$ cat src/rtl/aes_seq.sv
// aes_seq: sequencer between a block stream and an AES core.
// Handles key expansion (init) and block processing (next), and holds
// each result in a one-deep output register with valid/ready handshake.
// Optional feature macro: AES_KEY_CACHE_EN. When it is defined, a key strobe
// that matches the already-expanded key does not trigger re-expansion.
module aes_seq (
  input  logic         clk_i,
  input  logic         rst_i,
  input  logic [127:0] key_i,
  input  logic         key_valid_i,
  input  logic [127:0] in_block_i,
  input  logic         encdec_i,
  input  logic         in_valid_i,
  output logic         in_ready_o,
  output logic [127:0] out_block_o,
  output logic         out_valid_o,
  input  logic         out_ready_i,
  output logic         key_loaded_o,
  output logic         busy_o,
  output logic [31:0]  blk_cnt_o,
  output logic         core_init_o,
  output logic         core_next_o,
  output logic         core_encdec_o,
  output logic [127:0] core_key_o,
  output logic [127:0] core_block_o,
  input  logic         core_ready_i,
  input  logic         core_result_valid_i,
  input  logic [127:0] core_result_i
);

  typedef enum logic [2:0] {
    S_NOKEY, S_KINIT, S_KWAIT, S_IDLE, S_NEXT, S_BWAIT
  } state_t;

  state_t       state, state_nxt;
  logic [127:0] key_reg;
  logic         key_pend;
  logic         key_hit;
  logic         start_key;
  logic         accept;
  logic         load_out;

  // core_key_o always holds the last key handed to the core for expansion,
  // so it doubles as the cached key.
`ifdef AES_KEY_CACHE_EN
  assign key_hit = key_loaded_o && (key_i == core_key_o);
`else
  assign key_hit = 1'b0;
`endif

  // A matching strobe this cycle supersedes any older pending key, so it
  // also suppresses a key start that would otherwise begin now.
  assign start_key = key_pend && !(key_valid_i && key_hit) &&
                     ((state == S_NOKEY) || (state == S_IDLE));
  assign in_ready_o = (state == S_IDLE) && !key_pend && !key_valid_i;
  assign accept     = in_valid_i && in_ready_o;
  assign load_out   = (state == S_BWAIT) && core_ready_i && core_result_valid_i &&
                      (!out_valid_o || out_ready_i);

  // State register.
  always_ff @(posedge clk_i or posedge rst_i) begin
    if (rst_i) state <= S_NOKEY;
    else       state <= state_nxt;
  end

  // Next-state decode and core strobes; key work always wins over blocks.
  always_comb begin
    state_nxt   = state;
    core_init_o = 1'b0;
    core_next_o = 1'b0;
    busy_o      = (state != S_IDLE);
    case (state)
      S_NOKEY: if (start_key) state_nxt = S_KINIT;
      S_KINIT: begin
        core_init_o = 1'b1;
        state_nxt   = S_KWAIT;
      end
      S_KWAIT: if (core_ready_i) state_nxt = S_IDLE;
      S_IDLE: begin
        if (start_key)   state_nxt = S_KINIT;
        else if (accept) state_nxt = S_NEXT;
      end
      S_NEXT: begin
        core_next_o = 1'b1;
        state_nxt   = S_BWAIT;
      end
      S_BWAIT: if (load_out) state_nxt = S_IDLE;
      default: state_nxt = S_NOKEY;
    endcase
  end

  // Key capture, pending flag and the expanded-key status.
  always_ff @(posedge clk_i or posedge rst_i) begin
    if (rst_i) begin
      key_reg      <= '0;
      key_pend     <= 1'b0;
      key_loaded_o <= 1'b0;
      core_key_o   <= '0;
    end else begin
      if (key_valid_i) begin
        key_reg  <= key_i;
        key_pend <= !key_hit;
      end else if (start_key) begin
        key_pend <= 1'b0;
      end
      if (start_key) begin
        core_key_o   <= key_reg;
        key_loaded_o <= 1'b0;
      end else if (state == S_KWAIT && core_ready_i) begin
        key_loaded_o <= 1'b1;
      end
    end
  end

  // Block register to the core; held until the next accept.
  always_ff @(posedge clk_i or posedge rst_i) begin
    if (rst_i) begin
      core_block_o  <= '0;
      core_encdec_o <= 1'b0;
    end else if (accept) begin
      core_block_o  <= in_block_i;
      core_encdec_o <= encdec_i;
    end
  end

  // Output register: loads a finished result, drains in any state.
  always_ff @(posedge clk_i or posedge rst_i) begin
    if (rst_i) begin
      out_block_o <= '0;
      out_valid_o <= 1'b0;
      blk_cnt_o   <= '0;
    end else if (load_out) begin
      out_block_o <= core_result_i;
      out_valid_o <= 1'b1;
      blk_cnt_o   <= blk_cnt_o + 32'd1;
    end else if (out_ready_i) begin
      out_valid_o <= 1'b0;
    end
  end

endmodule

$ cat config.mk
export PLATFORM = sky130hd
export DESIGN_NAME = aes_seq
export DESIGN_NICKNAME = d
export VERILOG_FILES = /design/src/rtl/aes_seq.sv
export SDC_FILE = /design/constraint.sdc
export NUM_CORES = 1
export LEC_CHECK = 0
export CAP_MARGIN = 20
export CORE_AREA = 5 5 312 314
export DETAILED_ROUTE_END_ITERATION = 16
export DIE_AREA = 0 0 317 319
export GPL_ROUTABILITY_DRIVEN = 0
export PLACE_DENSITY = 0.54
export SLEW_MARGIN = 40
export SYNTH_ARGS = -nofsm -noshare
export SYNTH_HDL_FRONTEND = slang
export SYNTH_SLANG_ARGS = --single-unit
$ cat constraint.sdc
create_clock -name clk_i -period 34.8 [get_ports clk_i]
set_clock_uncertainty 0.2 [all_clocks]
set_input_delay 3.48 -clock clk_i [delete_from_list [all_inputs] [get_ports clk_i]]
set_output_delay 3.48 -clock clk_i [all_outputs]
set_load 0.1 [all_outputs]
Word-level counts from Yosys, hierarchy flattened
Index checks and enable logic that the tools add are counted.

Register bits: 551. Bits in latches: 0. Memory bits (writable): 0. Bits in read-only memories: 0. Bits of input ports: 392. Memories: 0.

$add $sub $neg: 1. $mul: 0. Divide/modulo/power cells: 0. $lt $le $gt $ge: 0. Equal/unequal tests: 10. Shift-type cells: 0. Muxes and demuxes: 14. Bitwise logic cells: 0. Reduce and logical (&&, ||, !) cells: 18.

Operators with widths (count): adder 32 x 1 -> 32 bit, second input constant (1); one-hot mux 3 bit (6 select lines) (1); 2-to-1 mux 3 bit (5); logical AND 1 bit (8); 2-to-1 mux 1 bit (8); equality test 3 x 2 -> 1 bit, second input constant (2); equality test 3 bit, second input constant (2); inequality test 2 bit, second input constant (3); nonzero test 2 bit (3); AND reduction 4 bit (1); equality test 3 x 1 -> 1 bit, second input constant (1); logical NOT 1 bit (3); logical NOT 3 bit (1); inequality test 3 x 2 -> 1 bit, second input constant (1); inequality test 3 bit, second input constant (1); logical OR 1 bit (2).

Logic depth before layout (Yosys ltp)
Gate-level depths: netlist (run 1).

Depth in word-level cells: 7. Mapped depth: 7. Gate-level depth less buffers: 5.

Worst setup path after synthesis (run 1)
OpenSTA, ideal clock, no wires.

Path kind: input port to output port. Start: in key_valid_i. End: out in_ready_o. Arrival: 4.716 ns. Required time: 31.120 ns. Slack: 26.404 ns. Stages: 1. Path buffers: 0. Cells stage by stage: nor3_2.

Cells in the longest elaborated chain, start to end: 2.

RTL lines: start, declared (RTL line 10) `input logic key_valid_i,`; logical NOT 1 bit (RTL line 55) `assign in_ready_o = (state == S_IDLE) && !key_pend && !key_valid_i;`; logical AND 1 bit (RTL line 55); end, declared (RTL line 14) `output logic in_ready_o,`.

No other way between the ends.

Final worst setup path (run 1)
Same ends and word-level chain as after synthesis.

==> results.toml, run 1 <==
[setup_path]
r2r_end = "core_key_o[42]"
timing.critical_path.required_ps = 31120
regToRegSetupSlack_ps = 31980
critPathMaxFanout = 23
endpoint_type_of_the_worst_setup_path = "output pin"
regToRegStartpoint = "state[1]"
startpoint_type = "primary input"
timing.critical_path.from = "key_valid_i"
worst-r2r-cell-count = 4
critPathKind = "primary input to output pin"
worst_ep_arrival_time_ps = 4580

[clocking]
bufs_on_longest_clock_path = 3
h-tree-depth = 3
cts_hold_repair_buffers = 0
tritoncts = "yes"
clkLatencyLatePin_ps = 600
cts.sink_count = 551
clock_tree.root_cell = "sky130_fd_sc_hd__clkbuf_16"
clk_pin_slew_ps = 50
cts.repair_timing.setup_buffer_count = 0
cts_inserted_buffers = 68
post_cts_repair_resize_count = 0

[floorplanning]
dieHeight_um = 319
dieWidth_um = 317
initial_standard_cell_utilization_of_the_core_pct = 22.0
floorplan.rows = 113
ios = 815
fp.dieArea_mm2 = 0.101
coreArea_mm2 = 0.0943

[logic_synthesis]
yosys.cell_types.count = 36
postSynth.topFlopCell = "sky130_fd_sc_hd__dfrtp_1"
most_frequent_cells_after_synthesis = "sky130_fd_sc_hd__dfrtp_1, sky130_fd_sc_hd__mux2_2, sky130_fd_sc_hd__buf_2, sky130_fd_sc_hd__xnor2_1, sky130_fd_sc_hd__nand2_1"
post_synth.cell_area_avg_um2 = 16.6
synth-edff-count = 0
synth_top_area_share_pct = 66.6
post-synth-top-count-cell = "sky130_fd_sc_hd__dfrtp_1"
synth_top_cell_by_area = "sky130_fd_sc_hd__dfrtp_1"
synth-seq-area-share_pct = 66.6
post_synth_instance_area_mm2 = 0.0207
synthTopCellsByArea = "sky130_fd_sc_hd__dfrtp_1, sky130_fd_sc_hd__mux2_2, sky130_fd_sc_hd__buf_2, sky130_fd_sc_hd__xnor2_1, sky130_fd_sc_hd__nand4_1"
postSynth.asyncResetShare_pct = 100
yosys_warnings = 0
synth_nets = 1644
post_synth_inst_count = 1251
yosys_register_bits = 551

[placed_design]
numPortBuffers = 814
post-dp-hpwl_um = 53300

[outcome]
status = "complete, no violations"

[timing]
max_fclk_ghz = 0.121
fin_hold_ws_ps = 273
layout_min_cycle_time_ps = 8260
hold_viol = 0
timing_max_transition_violations_final = 0
max_slew.worst_pin.slew_ps = 942
final_report_setup_violation_count = 0
grt_setup_unrepaired = "false"
slew-limit-headroom_pct = 37.2
share_of_the_cycle_needed_by_the_critical_path_after_routing_pct = 23.7
fin_tns_setup_ps = 0

[routing]
wl_um = 70200
ant_nets = 0
violation_count_after_the_first_detailed_routing_iteration = 496
route.detailed.vias_per_inst = 4.05
dr_total_vias = 13800
drt_pre_antenna_iters = 4
wire_per_inst_um = 20.6
post-route-drc-count = 0

[cells_and_area]
final_layout_size_suffix_gt1_share_pct = 50.0
area_growth_pct = 47.1
n_fill_cell = 9392
area.sequential_mm2 = 0.0138
finalNetCount = 2480
area_taken_by_multi_input_logic_gates_mm2 = 0.00664

[hold_path]
min_path_type = "flop to flop"
min-delay-start = "blk_cnt_o[31]"
min_to = "blk_cnt_o[31]"
timing.hold.worst_path_depth = 1

[global_routing]
overflow = 0
grt_antenna_before_repair = 23
grt_pass1_wl_um = 102000
grt_start_max_net_pins = 153
grt_use_total_pct = 13.4
via_count_of_the_first_global_routing_pass = 15200

[job]
cap_viol_max_count = 0
-- metrics by stage --
stage	cells	setup WS, ps	utilization, %	instance area, µm²
after floorplan	1251	15710	-	20700
after global placement	3280	25930	32.1	30300
after detailed placement	3280	26530	29.9	28200
after CTS	3400	26530	32.2	30400
after global routing	3405	26490	32.3	30500
final	3411	26540	32.3	30500
-- layout by cell type (no fill, tap or decap), types with 2 or more instances in the layout --
cell,Yosys,layout
sky130_fd_sc_hd__xor2_1,8,8
sky130_fd_sc_hd__nor3_2,3,3
sky130_fd_sc_hd__and3_1,5,4
sky130_fd_sc_hd__clkinv_8,0,2
sky130_fd_sc_hd__nand2_1,16,15
sky130_fd_sc_hd__o21ai_0,7,7
sky130_fd_sc_hd__clkbuf_1,13,17
sky130_fd_sc_hd__clkinvlp_4,0,2
sky130_fd_sc_hd__buf_2,42,414
sky130_fd_sc_hd__nand3_1,11,11
sky130_fd_sc_hd__xnor2_1,23,23
sky130_fd_sc_hd__inv_1,5,4
sky130_fd_sc_hd__buf_4,0,10
sky130_fd_sc_hd__and3_4,1,2
sky130_fd_sc_hd__or2b_1,2,2
sky130_fd_sc_hd__nand4_1,12,12
sky130_fd_sc_hd__a21oi_1,2,2
sky130_fd_sc_hd__clkdlybuf4s50_1,0,390
sky130_fd_sc_hd__dfrtp_1,551,551
sky130_fd_sc_hd__diode_2,0,9
sky130_fd_sc_hd__clkinv_2,0,10
sky130_fd_sc_hd__buf_12,0,3
sky130_fd_sc_hd__clkbuf_8,0,14
sky130_fd_sc_hd__nor2_1,10,10
sky130_fd_sc_hd__nand4_4,2,2
sky130_fd_sc_hd__nor3_1,3,3
sky130_fd_sc_hd__clkbuf_16,0,70
sky130_fd_sc_hd__bufinv_16,0,2
sky130_fd_sc_hd__inv_6,0,5
sky130_fd_sc_hd__nand2b_1,2,2
sky130_fd_sc_hd__buf_6,1,7
sky130_fd_sc_hd__mux2_2,514,514
-- kinds of logic (layout without fill, tap and decap cells) --
family          count (synthesis)  count (layout)  share of synthesized area (%)
compound gates                 11              11                          0.296
xor+xnor                       31              31                           1.31
fa+ha+maj                       1               1                         0.0604
buf+inv                        66             952                           1.49
flops                         551             551                           66.6
mux                           514             514                           27.9
other cells                     0               9                              0
simple gates                   77              77                           2.34
-- final cells by class --
| cell class | count | share of cell area (%) |
|---|---|---|
| Antenna cell | 9 | 0.0739 |
| Clock buffer | 100 | 6.54 |
| Clock inverter | 20 | 0.608 |
| Inverter | 6 | 0.115 |
| Multi-Input combinational cell | 634 | 21.8 |
| Sequential cell | 551 | 45.2 |
| Tap cell | 1265 | 5.19 |
| Timing Repair Buffer | 826 | 20.4 |
-- critical path, cell delays in order --
cell and delay (ps):
sky130_fd_sc_hd__buf_6 160, sky130_fd_sc_hd__nor3_2 410, sky130_fd_sc_hd__buf_2 510
-- worst max-delay path by stage --
stage                               to  slack (ps)  cells past startpoint
after floorplan           blk_cnt_o[0]       15710                      1
after global placement      in_ready_o       25930                      3
after detailed placement    in_ready_o       26530                      3
after CTS                   in_ready_o       26530                      3
after global routing        in_ready_o       26490                      3
final                       in_ready_o       26540                      3
-- layer usage --
layer	vias up	wire length (µm)	track usage [%]
met4	20	3220	6.00
li1	6118	-	-
met3	152	8390	6.80
met2	547	34900	23.3
met1	6961	23500	13.3
met5	-	129	0
Power of run 1 is not shown: default switching activity piles up to over one toggle a cycle in this logic, so the estimate is an artifact.
==> run 2, diff against run 1 <==
--- a/config.mk
+++ b/config.mk
@@ -10,7 +10,7 @@
 export DETAILED_ROUTE_END_ITERATION = 16
 export DIE_AREA = 0 0 317 319
 export GPL_ROUTABILITY_DRIVEN = 0
-export PLACE_DENSITY = 0.54
+export PLACE_DENSITY = 0.56
 export SLEW_MARGIN = 40
 export SYNTH_ARGS = -nofsm -noshare
 export SYNTH_HDL_FRONTEND = slang
==> constraint.sdc (replaced) <==
create_clock -name clk_i -period 7.3 [get_ports clk_i]
set_clock_uncertainty 0.2 [all_clocks]
set_input_delay 0.73 -clock clk_i [delete_from_list [all_inputs] [get_ports clk_i]]
set_output_delay 0.73 -clock clk_i [all_outputs]
set_load 0.1 [all_outputs]
==> results.toml, run 2 (synthesis results as in run 1) <==
[routing]
post-route-drc-count = 0
dr_total_vias = 13800
wl_um = 70900
ant_nets = 0
route.detailed.vias_per_inst = 4.04
drt_pre_antenna_iters = 7
violation_count_after_the_first_detailed_routing_iteration = 589
wire_per_inst_um = 20.8

[clocking]
tritoncts = "yes"
clock_tree.root_cell = "sky130_fd_sc_hd__clkbuf_16"
cts_hold_repair_buffers = 0
post_cts_repair_resize_count = 0
bufs_on_longest_clock_path = 3
clk_pin_slew_ps = 60
clkLatencyLatePin_ps = 600
cts.repair_timing.setup_buffer_count = 0
h-tree-depth = 3
cts_inserted_buffers = 68
cts.sink_count = 551

[floorplanning]
coreArea_mm2 = 0.0943
dieWidth_um = 317
fp.dieArea_mm2 = 0.101
dieHeight_um = 319
ios = 815
floorplan.rows = 113
initial_standard_cell_utilization_of_the_core_pct = 22.0

[timing]
timing_max_transition_violations_final = 0
share_of_the_cycle_needed_by_the_critical_path_after_routing_pct = 43.1
fin_tns_setup_ps = 0
slew-limit-headroom_pct = 46.1
hold_viol = 0
grt_setup_unrepaired = "false"
layout_min_cycle_time_ps = 3150
final_report_setup_violation_count = 0
max_fclk_ghz = 0.318
max_slew.worst_pin.slew_ps = 809

[setup_path]
critPathMaxFanout = 57
critPathKind = "primary input to flop"
worst-r2r-cell-count = 4
regToRegSetupSlack_ps = 4340
endpoint_type_of_the_worst_setup_path = "flop"
regToRegStartpoint = "state[1]"
worst_setup_path_endpoint = "out_block_o[25]"
timing.critical_path.required_ps = 7560
timing.critical_path.from = "out_ready_i"
startpoint_type = "primary input"
worst_ep_arrival_time_ps = 3400
r2r_end = "out_block_o[25]"

[global_routing]
grt_start_max_net_pins = 140
grt_antenna_before_repair = 15
grt_use_total_pct = 13.5
overflow = 0
grt_pass1_wl_um = 102000
via_count_of_the_first_global_routing_pass = 15500

[cells_and_area]
final_layout_size_suffix_gt1_share_pct = 50.0
n_fill_cell = 9412
layout.cells.most_common = "sky130_fd_sc_hd__dfrtp_1"
finalNetCount = 2484
fin_cells = 3410
most_frequent_cells_in_the_layout = "sky130_fd_sc_hd__dfrtp_1, sky130_fd_sc_hd__mux2_2, sky130_fd_sc_hd__buf_2"
area_growth_pct = 47.5

[job]
cap_viol_max_count = 0

[placed_design]
post-dp-hpwl_um = 54100
numPortBuffers = 814
dp_cells = 3285

[outcome]
status = "complete, no violations"

[hold_path]
min_path_type = "flop to flop"
-- run 2: worst max-delay path, cell delays in order --
cell	delay (ps)
sky130_fd_sc_hd__clkdlybuf4s50_1	570
sky130_fd_sc_hd__or2b_1	220
sky130_fd_sc_hd__and3_4	720
sky130_fd_sc_hd__buf_4	650
sky130_fd_sc_hd__mux2_2	410
-- run 2: worst min-delay path by stage --
| stage | from | end | depth (start not counted) |
|---|---|---|---|
| final | blk_cnt_o[13] | blk_cnt_o[13] | 1 |
| after global routing | rst_i | out_block_o[3] | 2 |
| after CTS | rst_i | out_block_o[3] | 2 |
| after detailed placement | blk_cnt_o[30] | blk_cnt_o[30] | 1 |
| after global placement | blk_cnt_o[22] | blk_cnt_o[22] | 1 |
| after floorplan | key_reg[119] | core_key_o[119] | 1 |
-- run 2: per-layer routing --
metal | track usage (%) | up-vias | wire length [µm]
met5 | 0 | - | 92
met4 | 5.73 | 14 | 2980
met3 | 6.14 | 138 | 7700
met2 | 23.9 | 574 | 35800
met1 | 13.6 | 6936 | 24300
li1 | - | 6110 | -
-- run 2: stage by stage --
stage / utilization [%] / setup WS [ps] / instance area, µm² / hold slack (ps)
6_report: 32.4 / 4150 / 30500 / 288
5_1_grt: 32.4 / 4100 / 30500 / 302
4_1_cts: 32.3 / 4140 / 30500 / 257
3_5_place_dp: 30.0 / 3590 / 28300 / 285
3_3_place_gp: 32.2 / 3620 / 30300 / 282
2_1_floorplan: - / -1130 / 20700 / 277
-- run 2: cell type report --
class | instances | area (µm²) | area share, %
Tap cell | 1265 | 1580 | 5.18
Timing Repair Buffer | 830 | 6260 | 20.5
Inverter | 6 | 26.3 | 0.0860
Clock inverter | 19 | 240 | 0.786
Clock buffer | 99 | 1980 | 6.49
Sequential cell | 551 | 13800 | 45.1
Antenna cell | 6 | 15.0 | 0.0492
Multi-Input combinational cell | 634 | 6650 | 21.8
Power of run 2 is left out for the same reason.
